<file path="config.mk">
export PLATFORM = sky130hd
export DESIGN_NAME = i8253_host
export DESIGN_NICKNAME = d
export VERILOG_FILES = /design/src/rtl/i8253_pkg.sv /design/src/rtl/i8253_bus_cycle.sv /design/src/rtl/i8253_host.sv
export SDC_FILE = /design/constraint.sdc
export NUM_CORES = 1
export LEC_CHECK = 0
export BUFFER_PORTS_ARGS = -buffer_cell sky130_fd_sc_hd__buf_2
export CAP_MARGIN = 40
export CORE_UTILIZATION = 40
export CTS_CLUSTER_SIZE = 24
export DETAILED_ROUTE_END_ITERATION = 10
export PLACE_DENSITY = 0.72
export SYNTH_ARGS = -nofsm -noshare
export SYNTH_HDL_FRONTEND = slang
export SYNTH_SLANG_ARGS = --single-unit
</file>
<file path="constraint.sdc">
create_clock -name clk -period 2.4 [get_ports clk]
set_clock_uncertainty 0.2 [all_clocks]
set_input_delay 0.12 -clock clk [delete_from_list [all_inputs] [get_ports clk]]
set_output_delay 0.12 -clock clk [all_outputs]
set_load 0.01 [all_outputs]
</file>
<file path="src/rtl/i8253_pkg.sv">
// Shared encodings and helpers for the 8253 bus initiator.
package i8253_pkg;

  typedef enum logic {OP_WRITE = 1'b0, OP_LATCH_READ = 1'b1} op_e;

  localparam logic [1:0] ADDR_CNT0 = 2'b00;
  localparam logic [1:0] ADDR_CNT1 = 2'b01;
  localparam logic [1:0] ADDR_CNT2 = 2'b10;
  localparam logic [1:0] ADDR_CTRL = 2'b11;

  localparam logic [1:0] RW_LATCH = 2'b00;
  localparam logic [1:0] RW_LSB   = 2'b01;
  localparam logic [1:0] RW_MSB   = 2'b10;
  localparam logic [1:0] RW_BOTH  = 2'b11;

  typedef enum logic [1:0] {H_IDLE, H_XFER, H_GAP, H_DONE} host_state_e;
  typedef enum logic [1:0] {P_IDLE, P_SETUP, P_STROBE, P_HOLD} phase_e;

  function automatic logic [7:0] build_cw(input logic [1:0] sel, input logic [1:0] rw,
                                          input logic [2:0] mode, input logic bcd);
    return {sel, rw, mode, bcd};
  endfunction

  // Index of the last bus cycle: control word is cycle 0, data bytes follow.
  function automatic logic [1:0] last_index(input logic [1:0] rw);
    return (rw == RW_BOTH) ? 2'd2 : ((rw == RW_LATCH) ? 2'd0 : 2'd1);
  endfunction

endpackage

</file>
<file path="src/rtl/i8253_bus_cycle.sv">
// One SETUP/STROBE/HOLD transfer on the 8253 pins; all pins registered.
// done is high in the last HOLD cycle; rdata is captured at the end of the last STROBE cycle.
module i8253_bus_cycle
  import i8253_pkg::*;
#(
  parameter int unsigned SETUP_CYC  = 1,
  parameter int unsigned STROBE_CYC = 2,
  parameter int unsigned HOLD_CYC   = 1
) (
  input  logic       clk,
  input  logic       reset,
  input  logic       start,
  input  logic       is_read,
  input  logic [1:0] addr,
  input  logic [7:0] wdata,
  output logic       done,
  output logic [7:0] rdata,
  output logic       cs_n,
  output logic       rd_n,
  output logic       wr_n,
  output logic       a1,
  output logic       a0,
  output logic [7:0] dout,
  output logic       oe,
  input  logic [7:0] din
);
  localparam logic [3:0] SETUP_LD  = 4'(SETUP_CYC - 1);
  localparam logic [3:0] STROBE_LD = 4'(STROBE_CYC - 1);
  localparam logic [3:0] HOLD_LD   = 4'(HOLD_CYC - 1);

  phase_e     phase_q;
  logic [3:0] cnt_q;
  logic       read_q, cs_q, rd_q, wr_q, oe_q;
  logic [1:0] addr_q;
  logic [7:0] dout_q, rdata_q;

  assign done  = (phase_q == P_HOLD) && (cnt_q == 4'd0);
  assign rdata = rdata_q;
  assign cs_n  = cs_q;
  assign rd_n  = rd_q;
  assign wr_n  = wr_q;
  assign {a1, a0} = addr_q;
  assign dout  = dout_q;
  assign oe    = oe_q;

  always_ff @(posedge clk or posedge reset) begin
    if (reset) begin
      phase_q <= P_IDLE;
      cnt_q   <= 4'd0;
      read_q  <= 1'b0;
      cs_q    <= 1'b1;
      rd_q    <= 1'b1;
      wr_q    <= 1'b1;
      oe_q    <= 1'b0;
      addr_q  <= 2'b00;
      dout_q  <= 8'h00;
      rdata_q <= 8'h00;
    end else begin
      case (phase_q)
        P_IDLE: if (start) begin
          phase_q <= P_SETUP;
          cnt_q   <= SETUP_LD;
          read_q  <= is_read;
          cs_q    <= 1'b0;
          addr_q  <= addr;
          dout_q  <= is_read ? 8'h00 : wdata;
          oe_q    <= !is_read;
        end
        P_SETUP: if (cnt_q == 4'd0) begin
          phase_q <= P_STROBE;
          cnt_q   <= STROBE_LD;
          rd_q    <= !read_q;
          wr_q    <= read_q;
        end else begin
          cnt_q <= cnt_q - 4'd1;
        end
        P_STROBE: if (cnt_q == 4'd0) begin
          phase_q <= P_HOLD;
          cnt_q   <= HOLD_LD;
          rd_q    <= 1'b1;
          wr_q    <= 1'b1;
          if (read_q) rdata_q <= din;
        end else begin
          cnt_q <= cnt_q - 4'd1;
        end
        P_HOLD: if (cnt_q == 4'd0) begin
          phase_q <= P_IDLE;
          cs_q    <= 1'b1;
          oe_q    <= 1'b0;
          addr_q  <= 2'b00;
          dout_q  <= 8'h00;
        end else begin
          cnt_q <= cnt_q - 4'd1;
        end
        default: phase_q <= P_IDLE;
      endcase
    end
  end

endmodule

</file>
<file path="src/rtl/i8253_host.sv">
// Bus initiator for the 8253: one request becomes a control-word write plus 0-2 data transfers.
// The first bus cycle starts from the acceptance edge; later ones start from a one-cycle GAP.
module i8253_host
  import i8253_pkg::*;
#(
  parameter int unsigned SETUP_CYC  = 1,
  parameter int unsigned STROBE_CYC = 2,
  parameter int unsigned HOLD_CYC   = 1
) (
  input  logic        clk,
  input  logic        reset,
  input  logic        req_valid,
  output logic        req_ready,
  input  logic        req_op,
  input  logic [1:0]  req_sel,
  input  logic [1:0]  req_rw,
  input  logic [2:0]  req_mode,
  input  logic        req_bcd,
  input  logic [15:0] req_count,
  output logic        rsp_valid,
  output logic [15:0] rsp_data,
  output logic        rsp_err,
  output logic        CS,
  output logic        RD,
  output logic        WR,
  output logic        A1,
  output logic        A0,
  output logic [7:0]  bus_dout,
  output logic        bus_oe,
  input  logic [7:0]  bus_din
);
  host_state_e state_q;
  op_e         op_q;
  logic [1:0]  sel_q, rw_q, idx_q, last_q;
  logic [15:0] count_q, rsp_data_q;
  logic [7:0]  lo_q, hi_q, lo_d, hi_d;
  logic        rsp_valid_q, rsp_err_q;

  logic       legal, cur_hi, bc_start, bc_read, bc_done;
  logic [1:0] bc_addr;
  logic [7:0] bc_wdata, bc_rdata;

  assign req_ready = (state_q == H_IDLE);
  assign rsp_valid = rsp_valid_q;
  assign rsp_data  = rsp_data_q;
  assign rsp_err   = rsp_err_q;
  assign legal     = (req_sel != ADDR_CTRL) && (req_mode <= 3'd5);
  // idx_q names the byte being started (GAP) or in flight (XFER).
  assign cur_hi    = (rw_q == RW_MSB) || ((rw_q == RW_BOTH) && (idx_q == 2'd2));

  always_comb begin
    bc_start = 1'b0;
    bc_read  = 1'b0;
    bc_addr  = ADDR_CTRL;
    bc_wdata = build_cw(req_sel, (op_e'(req_op) == OP_LATCH_READ) ? RW_LATCH : req_rw,
                        req_mode, req_bcd);
    lo_d     = lo_q;
    hi_d     = hi_q;
    if (state_q == H_IDLE) begin
      bc_start = req_valid && legal;
    end else if (state_q == H_GAP) begin
      bc_start = 1'b1;
      bc_read  = (op_q == OP_LATCH_READ);
      bc_addr  = sel_q;
      bc_wdata = cur_hi ? count_q[15:8] : count_q[7:0];
    end
    if ((state_q == H_XFER) && bc_done && (op_q == OP_LATCH_READ) && (idx_q != 2'd0)) begin
      if (cur_hi) hi_d = bc_rdata;
      else        lo_d = bc_rdata;
    end
  end

  always_ff @(posedge clk or posedge reset) begin
    if (reset) begin
      state_q     <= H_IDLE;
      op_q        <= OP_WRITE;
      sel_q       <= 2'b00;
      rw_q        <= 2'b00;
      idx_q       <= 2'd0;
      last_q      <= 2'd0;
      count_q     <= 16'h0000;
      lo_q        <= 8'h00;
      hi_q        <= 8'h00;
      rsp_valid_q <= 1'b0;
      rsp_err_q   <= 1'b0;
      rsp_data_q  <= 16'h0000;
    end else begin
      case (state_q)
        H_IDLE: if (req_valid) begin
          op_q    <= op_e'(req_op);
          sel_q   <= req_sel;
          rw_q    <= req_rw;
          count_q <= req_count;
          idx_q   <= 2'd0;
          last_q  <= last_index(req_rw);
          lo_q    <= 8'h00;
          hi_q    <= 8'h00;
          if (legal) begin
            state_q <= H_XFER;
          end else begin
            state_q     <= H_DONE;
            rsp_valid_q <= 1'b1;
            rsp_err_q   <= 1'b1;
          end
        end
        H_XFER: if (bc_done) begin
          lo_q <= lo_d;
          hi_q <= hi_d;
          if (idx_q == last_q) begin
            state_q     <= H_DONE;
            rsp_valid_q <= 1'b1;
            rsp_data_q  <= (op_q == OP_LATCH_READ) ? {hi_d, lo_d} : 16'h0000;
          end else begin
            idx_q   <= idx_q + 2'd1;
            state_q <= H_GAP;
          end
        end
        H_GAP: state_q <= H_XFER;
        H_DONE: begin
          state_q     <= H_IDLE;
          rsp_valid_q <= 1'b0;
          rsp_err_q   <= 1'b0;
          rsp_data_q  <= 16'h0000;
        end
        default: state_q <= H_IDLE;
      endcase
    end
  end

  i8253_bus_cycle #(
    .SETUP_CYC (SETUP_CYC),
    .STROBE_CYC(STROBE_CYC),
    .HOLD_CYC  (HOLD_CYC)
  ) u_bus (
    .clk    (clk),
    .reset  (reset),
    .start  (bc_start),
    .is_read(bc_read),
    .addr   (bc_addr),
    .wdata  (bc_wdata),
    .done   (bc_done),
    .rdata  (bc_rdata),
    .cs_n   (CS),
    .rd_n   (RD),
    .wr_n   (WR),
    .a1     (A1),
    .a0     (A0),
    .dout   (bus_dout),
    .oe     (bus_oe),
    .din    (bus_din)
  );

endmodule

</file>
=== After elaboration in Yosys (flattened, before gate mapping) ===
Cells that the tools add are included.

* Flip-flop bits (word level): 90
* Bits in latches: 0
* Bits in writable memories: 0
* Bits in read-only memories: 0
* Output and inout bits: 33
* Memories: 0

* Add/subtract/negate cells: 2
* $mul: 0
* Divide/modulo/power cells: 0
* Magnitude comparators: 1
* Equal/unequal tests: 22
* Shift-type cells: 0
* Mux-type cells: 66
* Bitwise operators: 0
* Reduce and logical (&&, ||, !) cells: 34

{| class="wikitable"
|+ Operator list
! kind !! count
|-
| $mux W8 || 13
|-
| $mux W16 || 3
|-
| $pmux W8 S2 || 3
|-
| $pmux W16 S2 || 1
|-
| $mux W2 || 15
|-
| $reduce_and A3 Y1 || 6
|-
| $eq A2 B2 Y1 const B || 8
|-
| $mux W1 || 16
|-
| $mux W4 || 4
|-
| $ne A2 B2 Y1 const B || 8
|-
| $pmux W2 S4 || 2
|-
| $pmux W4 S4 || 1
|-
| $reduce_bool A2 Y1 || 6
|-
| $pmux W1 S2 || 5
|-
| $pmux W2 S2 || 2
|-
| $reduce_and A2 Y1 || 4
|-
| $reduce_and A4 Y1 || 2
|-
| $logic_and A1 B1 Y1 || 7
|-
| $logic_not A2 Y1 || 3
|-
| $ne A2 B1 Y1 const B || 3
|-
| $reduce_and A5 Y1 || 1
|-
| $eq A2 B1 Y1 const B || 2
|-
| $logic_not A4 Y1 || 1
|-
| $sub A4 B1 Y4 const B || 1
|-
| other kinds (7) || 8
|}

=== Logic depth before layout (Yosys ltp) ===
Gate-level depths: netlist (run 1).

* Depth in word-level cells: 10
* Gate-level depth with buffers: 8
* Depth with buffers taken out: 6

=== By module ===
From an unflattened synthesis (run 1), not the netlist that was laid out.

* Cells, all modules: 347
* Area, all modules: 4216.5 um^2

{| class="wikitable"
|+ Modules (own cells, without submodules)
! module !! times used !! cells each !! area an instance (um^2) !! sequential area each (um^2)
|-
| i8253_host || 1 || 235 || 2841.5 || 1526.5
|-
| i8253_bus_cycle || 1 || 112 || 1375.1 || 729.4
|}

=== Worst setup path before layout (run 1) ===
No wires, ideal clock.

* Path type: register to register
* Start: register u_bus.cnt_q[0]
* End: register rsp_data_q[10] (netlist: rsp_data[10])
* Setup time: 126 ps
* Arrival time: 1685 ps
* Required time: 2074 ps
* Slack: 389 ps
* Cell stages (with the launch flop): 8
* Path through: dfrtp_1 inv_1 ha_1 and4bb_4 a41oi_4 buf_6 and2_0 a221o_1

* Longest elaborated chain between the ends: 10
* Elaborated cells on any way between the ends: 12
* Classes of those cells: eq/ne: 1; mux: 5; reduce/logical: 6

{| class="wikitable"
|+ RTL lines
! what !! RTL line !! text
|-
| start, declared || i8253_bus_cycle.sv:32 || <nowiki>logic [3:0] cnt_q;</nowiki>
|-
| start signal, assigned || i8253_bus_cycle.sv:75 || <nowiki>cnt_q <= cnt_q - 4'd1;</nowiki>
|-
| start signal, assigned || i8253_bus_cycle.sv:84 || <nowiki>cnt_q <= cnt_q - 4'd1;</nowiki>
|-
| start signal, assigned || i8253_bus_cycle.sv:93 || <nowiki>cnt_q <= cnt_q - 4'd1;</nowiki>
|-
| $logic_not A4 Y1 * || i8253_bus_cycle.sv:37 || <nowiki>assign done = (phase_q == P_HOLD) && (cnt_q == 4'd0);</nowiki>
|-
| $logic_and A1 B1 Y1 * || i8253_bus_cycle.sv:37 ||
|-
| $logic_and A1 B1 Y1 (3 in a row) || i8253_host.sv:67 || <nowiki>if ((state_q == H_XFER) && bc_done && (op_q == OP_LATCH_READ) && (idx_q != 2'd0)) begin</nowiki>
|-
| $mux W8 || i8253_host.sv:67 ||
|-
| $mux W16 || i8253_host.sv:112 || <nowiki>rsp_data_q <= (op_q == OP_LATCH_READ) ? {hi_d, lo_d} : 16'h0000;</nowiki>
|-
| $mux W16 || i8253_host.sv:109 || <nowiki>if (idx_q == last_q) begin</nowiki>
|-
| $mux W16 || i8253_host.sv:106 || <nowiki>H_XFER: if (bc_done) begin</nowiki>
|-
| $pmux W16 S2 || i8253_host.sv:88 || <nowiki>case (state_q)</nowiki>
|-
| end signal, assigned || i8253_host.sv:112 ||
|-
| end, declared || i8253_host.sv:35 || <nowiki>logic [15:0] count_q, rsp_data_q;</nowiki>
|}

Mark *: on every way between the ends. The rest lies on a longest branch, timed or not. The select of a mux whose other input is x is not followed.
A chain may end at the register's enable or synchronous reset.

=== Worst setup path in the final report (run 1) ===
* Start: register u_bus.cnt_q[0]
* End: register u_bus.rdata_q[5] (netlist: u_bus.rdata[5])

* Longest elaborated chain between the ends: 2

{| class="wikitable"
|+ RTL lines
! what !! RTL line !! text
|-
| $logic_not A4 Y1 || i8253_bus_cycle.sv:77 || <nowiki>P_STROBE: if (cnt_q == 4'd0) begin</nowiki>
|-
| $reduce_and A3 Y1 (no line) || -- ||
|-
| end signal, assigned || i8253_bus_cycle.sv:82 || <nowiki>if (read_q) rdata_q <= din;</nowiki>
|-
| end, declared || i8253_bus_cycle.sv:35 || <nowiki>logic [7:0] dout_q, rdata_q;</nowiki>
|}

Every way passes these cells.

==> results of run 1 <==
==> synthesized netlist by cell type, types with 3 or more instances <==
cell type  instances  area share (%)
dfrtp_1           87              50
nand2_1           37             3.2
mux2_2            33             8.6
o21ai_0           22             2.5
nor2_1            18             1.6
a221o_1           16             3.7
inv_1             16             1.4
and2_0            12             1.7
buf_2             10             1.2
a22o_1             9             1.8
ha_1               9             2.6
a21oi_1            8            0.93
a31oi_1            8             1.2
nand3_1            7            0.81
and2_1             5            0.72
nor3b_1            5            0.87
o21ai_1            5            0.58
nand2b_1           4            0.58
a211o_1            3            0.61
a211oi_4           3             1.4
clkbuf_1           3            0.26
dfstp_2            3             1.8
o31ai_1            3            0.52
==> worst max-delay path, delay by kind of cell, from the launching register on <==
family | cells | cell delay (ps)
adder cells (fa/ha/maj) | 1 | 250
buffers and inverters | 1 | 100
flip-flops | 1 | 420
multiplexers | 1 | 380
AND/OR/NAND/NOR | 2 | 830
==> cell type report <==
class	count	area (µm²)
Clock inverter	3	17.5
Timing Repair Buffer	114	796
Fill cell	899	5070
Sequential cell	90	2260
Tap cell	136	170
Inverter	16	63.8
Clock buffer	12	135
Multi-Input combinational cell	248	1910
==> per-stage QoR <==
stage	hold WS (ps)	power (mW)	worst slack, ps	utilization [%]	cells
after floorplan	51.7	4.23	389	-	371
after global placement	-4.06	4.87	178	46.6	570
after detailed placement	1.66	4.97	147	46.6	570
after CTS	4.03	5.88	125	51.4	619
after global routing	54.1	6.23	27.6	51.4	619
final	21.5	5.87	102	51.4	619
==> cell families after synthesis <==
group                      Yosys count  synth area share [%]
DFF                                 90                  52.1
muxes                               35                  9.08
buffers and inverters               33                  3.67
xor gates and xnor gates             3                 0.954
adders and majority gates            9                  2.60
AOI/OAI and AO/OA                   95                  17.2
and+or+nand+nor                    106                  14.3
==> registers in the layout, indices dropped and copies added, names as in the netlist, 2 cells and up <==
name and cells:
last_q 2, u_bus.rdata 8, idx_q 2, count_q 16, rw_q 2, sel_q 2
u_bus.dout 8, u_bus.addr_q 2, u_bus.phase_q 2, hi_q 8, lo_q 8, u_bus.cnt_q 4
rsp_data 16, state_q 2
==> worst max path at each step <==
stage,from,endpoint,slack (ps),cells after the start
3_3_place_gp,u_bus.cnt_q[0],u_bus.rdata[4],180,5
5_1_grt,u_bus.cnt_q[0],u_bus.rdata[5],30,5
6_report,u_bus.cnt_q[0],u_bus.rdata[5],100,5
3_5_place_dp,u_bus.cnt_q[0],u_bus.rdata[7],150,5
4_1_cts,u_bus.cnt_q[0],u_bus.rdata[4],120,5
2_1_floorplan,u_bus.cnt_q[0],rsp_data[10],390,7
==> repair_timing <==
action                    in CTS  in global routing
buffers inserted               0                  0
hold endpoints to repair      57                  0
hold buffers                  34                  0
==> metal layers <==
metal	vias to the layer above	global-route usage [%]
met2	127	29.6
met4	0	10.5
met3	42	3.62
met1	1658	24.5
met5	-	0
li1	1559	-
==> power groups by stage <==
| stage | combinational [mW] | clock, mW | sequential [mW] |
|---|---|---|---|
| 6_report | 2.49 | 0.872 | 2.51 |
| 4_1_cts | 2.49 | 0.892 | 2.50 |
| 5_1_grt | 2.71 | 0.939 | 2.58 |
| 3_3_place_gp | 2.36 | 0 | 2.50 |
| 3_5_place_dp | 2.44 | 0 | 2.53 |
| 2_1_floorplan | 1.82 | 0 | 2.41 |
==> results.sh, run 1 <==
export IMPL_status="finished, final reports clean"
export IMPL_reg2reg_slack_ps=100
export IMPL_synthesis_area_um2=4330
export IMPL_syn2layout_area_growth_pct=23.7
export IMPL_finalCriticalPeriod_ps=2300
export IMPL_tns_ps=0
export IMPL_finalHoldViolCount=0
export IMPL_via_per_inst=5.47
export IMPL_placed_area_um2=4860
export IMPL_drt_total_wl_um=10100
export IMPL_die_area_um2=11200
export IMPL_antenna_found_initial=0
export IMPL_drt_iter0_markers=205
export IMPL_gp_congestion=0.827
export IMPL_rsz0062_at_grt="false"
export IMPL_r2r_cells=5
export IMPL_clock_path_buffers=2
export IMPL_cap_violations=0
export IMPL_synth_edff_count=0
export IMPL_num_rows=37
export IMPL_drt_met1_wl_um=4480
export IMPL_ant_nets=0
export IMPL_crit_path_end_kind="flip-flop"
export IMPL_grt_pass1_wl_um=16600
export IMPL_seqPwrFrac_pct=42.8
export IMPL_clk_pin_slew_ps=90
export IMPL_ctsResizeCount=0
export IMPL_pwr_share_clk_pct=14.8
export IMPL_clk_latency_ps=360
export IMPL_ys_seq_area_share_pct=52.1
export IMPL_grt_pass1_vias=3366
export IMPL_critPathRequiredTime_ps=2440
export IMPL_die_w_um=106
export IMPL_combPwrFrac_pct=42.4
export IMPL_drive_gt1_share_pct=30.2
export IMPL_rr_startpoint="u_bus.cnt_q[0]"
export IMPL_hold_class="in2reg"
export IMPL_highest_layer="met4"
export IMPL_ys_types=56
export IMPL_hold_start="req_mode[2]"
export IMPL_p_int_mw=3.54
export IMPL_route_detailed_drc=0
export IMPL_drv_slew=0
export IMPL_htreeDepth=3
export IMPL_num_antenna_cells=0
export IMPL_yosys_warnings=0
export IMPL_min_path_cells=4
export IMPL_power_leakage_nw=2.43
export IMPL_min_to="u_bus.dout[3]"
export IMPL_ios=69
export IMPL_crit_type="reg2reg"
export IMPL_powerDensity_nw_per_um2=1100
export IMPL_cts_tree="built"
export IMPL_cp_cell_sequence="inv_1 -> ha_1 -> nor3b_1 -> and3_1 -> mux2_2"
export IMPL_max_stage_delay_ps=510
export IMPL_setup_worst_path_start_class="flip-flop"
export IMPL_syn_inst=371
export IMPL_final_common_cell="dfrtp_1"
export IMPL_cts_root_buf="clkbuf_8"
export IMPL_min_period_over_period_pct=95.7
export IMPL_cpMaxStageDelayCell="and3_1"
export IMPL_cts_buffers_inserted=9
export IMPL_avgRoutedWirePerCell_um=16.3
export IMPL_cts_sink_count=90
export IMPL_nets=524
export IMPL_p_sw_mw=2.33
export IMPL_tightestPinTransition_ps=552
export IMPL_fmax_mhz=435
export IMPL_track_usage_pct=18.9
export IMPL_grt_max_degree=68
export IMPL_fin_area_um2=5350
export IMPL_cp_arrival_ps=2340
export IMPL_firstDrtPassIters=5
export IMPL_syn_nets=416
export IMPL_dp_hpwl_um=6910
export IMPL_ys_flop_type="dfrtp_1"
export IMPL_syn_area_per_cell_um2=11.7
export IMPL_start_util_pct=41.5
export IMPL_synth_seq_cells=90
export IMPL_core_region_area_um2=10400
export IMPL_dr_total_vias=3386
export IMPL_route_met3_wl_um=413
export IMPL_overflow=0
export IMPL_layout_common_cells="87 x dfrtp_1, 68 x buf_2, 37 x nand2_1"
export IMPL_vdd_drop_max_v=0.000459
export IMPL_r2r_end="u_bus.rdata[5]"
export IMPL_port_buffers=68
export IMPL_ys_async_sr_fraction_pct=100
export IMPL_maxSlewHeadroom_pct=63.1
export IMPL_die_h_um=106
export IMPL_switching_share_pct=39.7
export IMPL_wl_met2_um=4760
export IMPL_setup_violations=0
export IMPL_crit_fanout=8
Note: power is estimated with default switching activity, not from simulation.
==> inputs of run 2 (changes only) <==
- BUFFER_PORTS_ARGS: -buffer_cell sky130_fd_sc_hd__buf_2 -> -buffer_cell sky130_fd_sc_hd__buf_4
- CORE_MARGIN: unset -> 2
==> results.sh, run 2 (synthesized netlist as in run 1, its figures left out) <==
export IMPL_status="finished, final reports clean"
export IMPL_crit_type="reg2reg"
export IMPL_drt_iter0_markers=143
export IMPL_finalCriticalPeriod_ps=2310
export IMPL_max_stage_delay_ps=490
export IMPL_clk_latency_ps=370
export IMPL_setup_violations=0
export IMPL_drive_gt1_share_pct=31.0
export IMPL_cts_sink_count=90
export IMPL_clk_pin_slew_ps=90
export IMPL_grt_pass1_wl_um=17000
export IMPL_p_sw_mw=2.47
export IMPL_dp_hpwl_um=6980
export IMPL_ios=69
export IMPL_core_region_area_um2=10400
export IMPL_maxSlewHeadroom_pct=63.9
export IMPL_dp_cells=571
export IMPL_num_antenna_cells=0
export IMPL_route_detailed_drc=0
export IMPL_drv_slew=0
export IMPL_pwr_share_clk_pct=17.4
export IMPL_final_common_cell="dfrtp_1"
export IMPL_rsz0062_at_grt="false"
export IMPL_dr_total_vias=3307
export IMPL_holdBufCountCts=36
export IMPL_fin_area_um2=5610
export IMPL_num_rows=37
export IMPL_placed_area_um2=5030
export IMPL_antenna_found_initial=0
export IMPL_drt_total_wl_um=10300
export IMPL_r2r_cells=5
export IMPL_cp_cell_sequence="inv_1 -> ha_1 -> nor3b_1 -> and3_1 -> mux2_2"
export IMPL_layout_common_cells="87 x dfrtp_1, 79 x buf_4, 37 x nand2_1"
export IMPL_via_per_inst=5.31
export IMPL_critPathRequiredTime_ps=2460
export IMPL_htreeDepth=3
export IMPL_die_w_um=108
export IMPL_combPwrFrac_pct=42.3
export IMPL_crit_path_end_kind="flip-flop"
export IMPL_ant_nets=0
export IMPL_final_cells=623
export IMPL_tns_ps=0
export IMPL_whs_ps=211
export IMPL_grt_pass1_vias=3349
export IMPL_fmax_mhz=434
export IMPL_p_int_mw=3.84
export IMPL_power_leakage_nw=2.51
export IMPL_seqPwrFrac_pct=40.3
export IMPL_overflow=0
export IMPL_crit_fanout=8
export IMPL_postLayoutCoreUtil_pct=53.8
export IMPL_cts_root_buf="clkbuf_8"
export IMPL_ctsResizeCount=0
export IMPL_min_period_over_period_pct=96.1
export IMPL_cts_tree="built"
export IMPL_start_util_pct=41.5
export IMPL_powerDensity_nw_per_um2=1130
export IMPL_cap_violations=0
export IMPL_die_h_um=108
export IMPL_avgRoutedWirePerCell_um=16.6
export IMPL_grt_max_degree=91
export IMPL_fill_cells=886
export IMPL_firstDrtPassIters=4
export IMPL_setup_worst_path_start_class="flip-flop"
export IMPL_syn2layout_area_growth_pct=29.6
export IMPL_nets=527
export IMPL_track_usage_pct=18.9
export IMPL_cpMaxStageDelayCell="and3_1"
export IMPL_cp_startpoint="u_bus.cnt_q[0]"
export IMPL_die_area_um2=11700
export IMPL_vdd_drop_max_v=0.000513
export IMPL_switching_share_pct=39.1
export IMPL_cts_buffers_inserted=9
export IMPL_port_buffers=68
export IMPL_cp_arrival_ps=2370
export IMPL_finalHoldViolCount=0
export IMPL_rr_startpoint="u_bus.cnt_q[0]"
export IMPL_tightestPinTransition_ps=536
export IMPL_hold_class="in2async"
export IMPL_clock_path_buffers=2
export IMPL_gp_congestion=0.800
export IMPL_post_cts_buffers=0
-- run 2: through the flow --
stage / setup WS, ps / power [mW]
after CTS: 112 / 6.32
after global routing: 19.0 / 6.71
final: 93.8 / 6.31
after detailed placement: 133 / 5.17
after global placement: 155 / 5.06
after floorplan: 389 / 4.23
-- run 2: final timing paths --
| check | end | slack (ps) |
|---|---|---|
| max | u_bus.rdata[4] | 90 |
| max reg2reg | u_bus.rdata[4] | 90 |
| min | u_bus.phase_q[1] | 210 |
| max in group asynchronous | u_bus.wr_n | 1370 |
| min in group clk | u_bus.oe | 290 |
| min reg2reg | u_bus.oe | 290 |
-- run 2: critical path, delay by kind of cell, from the launching register on --
family                     cells  cell delay [ps]
and+or+nand+nor                2              840
buffers and inverters          1               90
adders and majority gates      1              250
muxes                          1              400
DFF                            1              420
-- run 2: area by class of cell --
class | count | area [µm²] | share of cell area [%]
clock buffer | 11 | 151 | 2.70
clock inverter | 5 | 61.3 | 1.09
inverter | 16 | 63.8 | 1.14
multi-input combinational | 248 | 1910 | 34.1
sequential | 90 | 2260 | 40.2
tap | 136 | 170 | 3.03
timing repair buffer | 117 | 993 | 17.7
-- run 2: power groups by stage --
stage               Clock, mW  Sequential [mW]  Combinational (mW)
floorplan                   0             2.41                1.82
global placement            0             2.53                2.52
detailed placement          0             2.56                2.62
CTS                      1.12             2.53                2.67
global route             1.18             2.62                2.91
finish                   1.10             2.55                2.67
-- run 2: layer usage --
layer | vias up | share of wire [%] | GRT usage (%)
met4 | 0 | 2.2 | 8.15
met5 | - | 0 | 0
met1 | 1662 | 46 | 25.4
met2 | 69 | 49 | 30.4
met3 | 17 | 3.4 | 3.01
li1 | 1559 | - | -
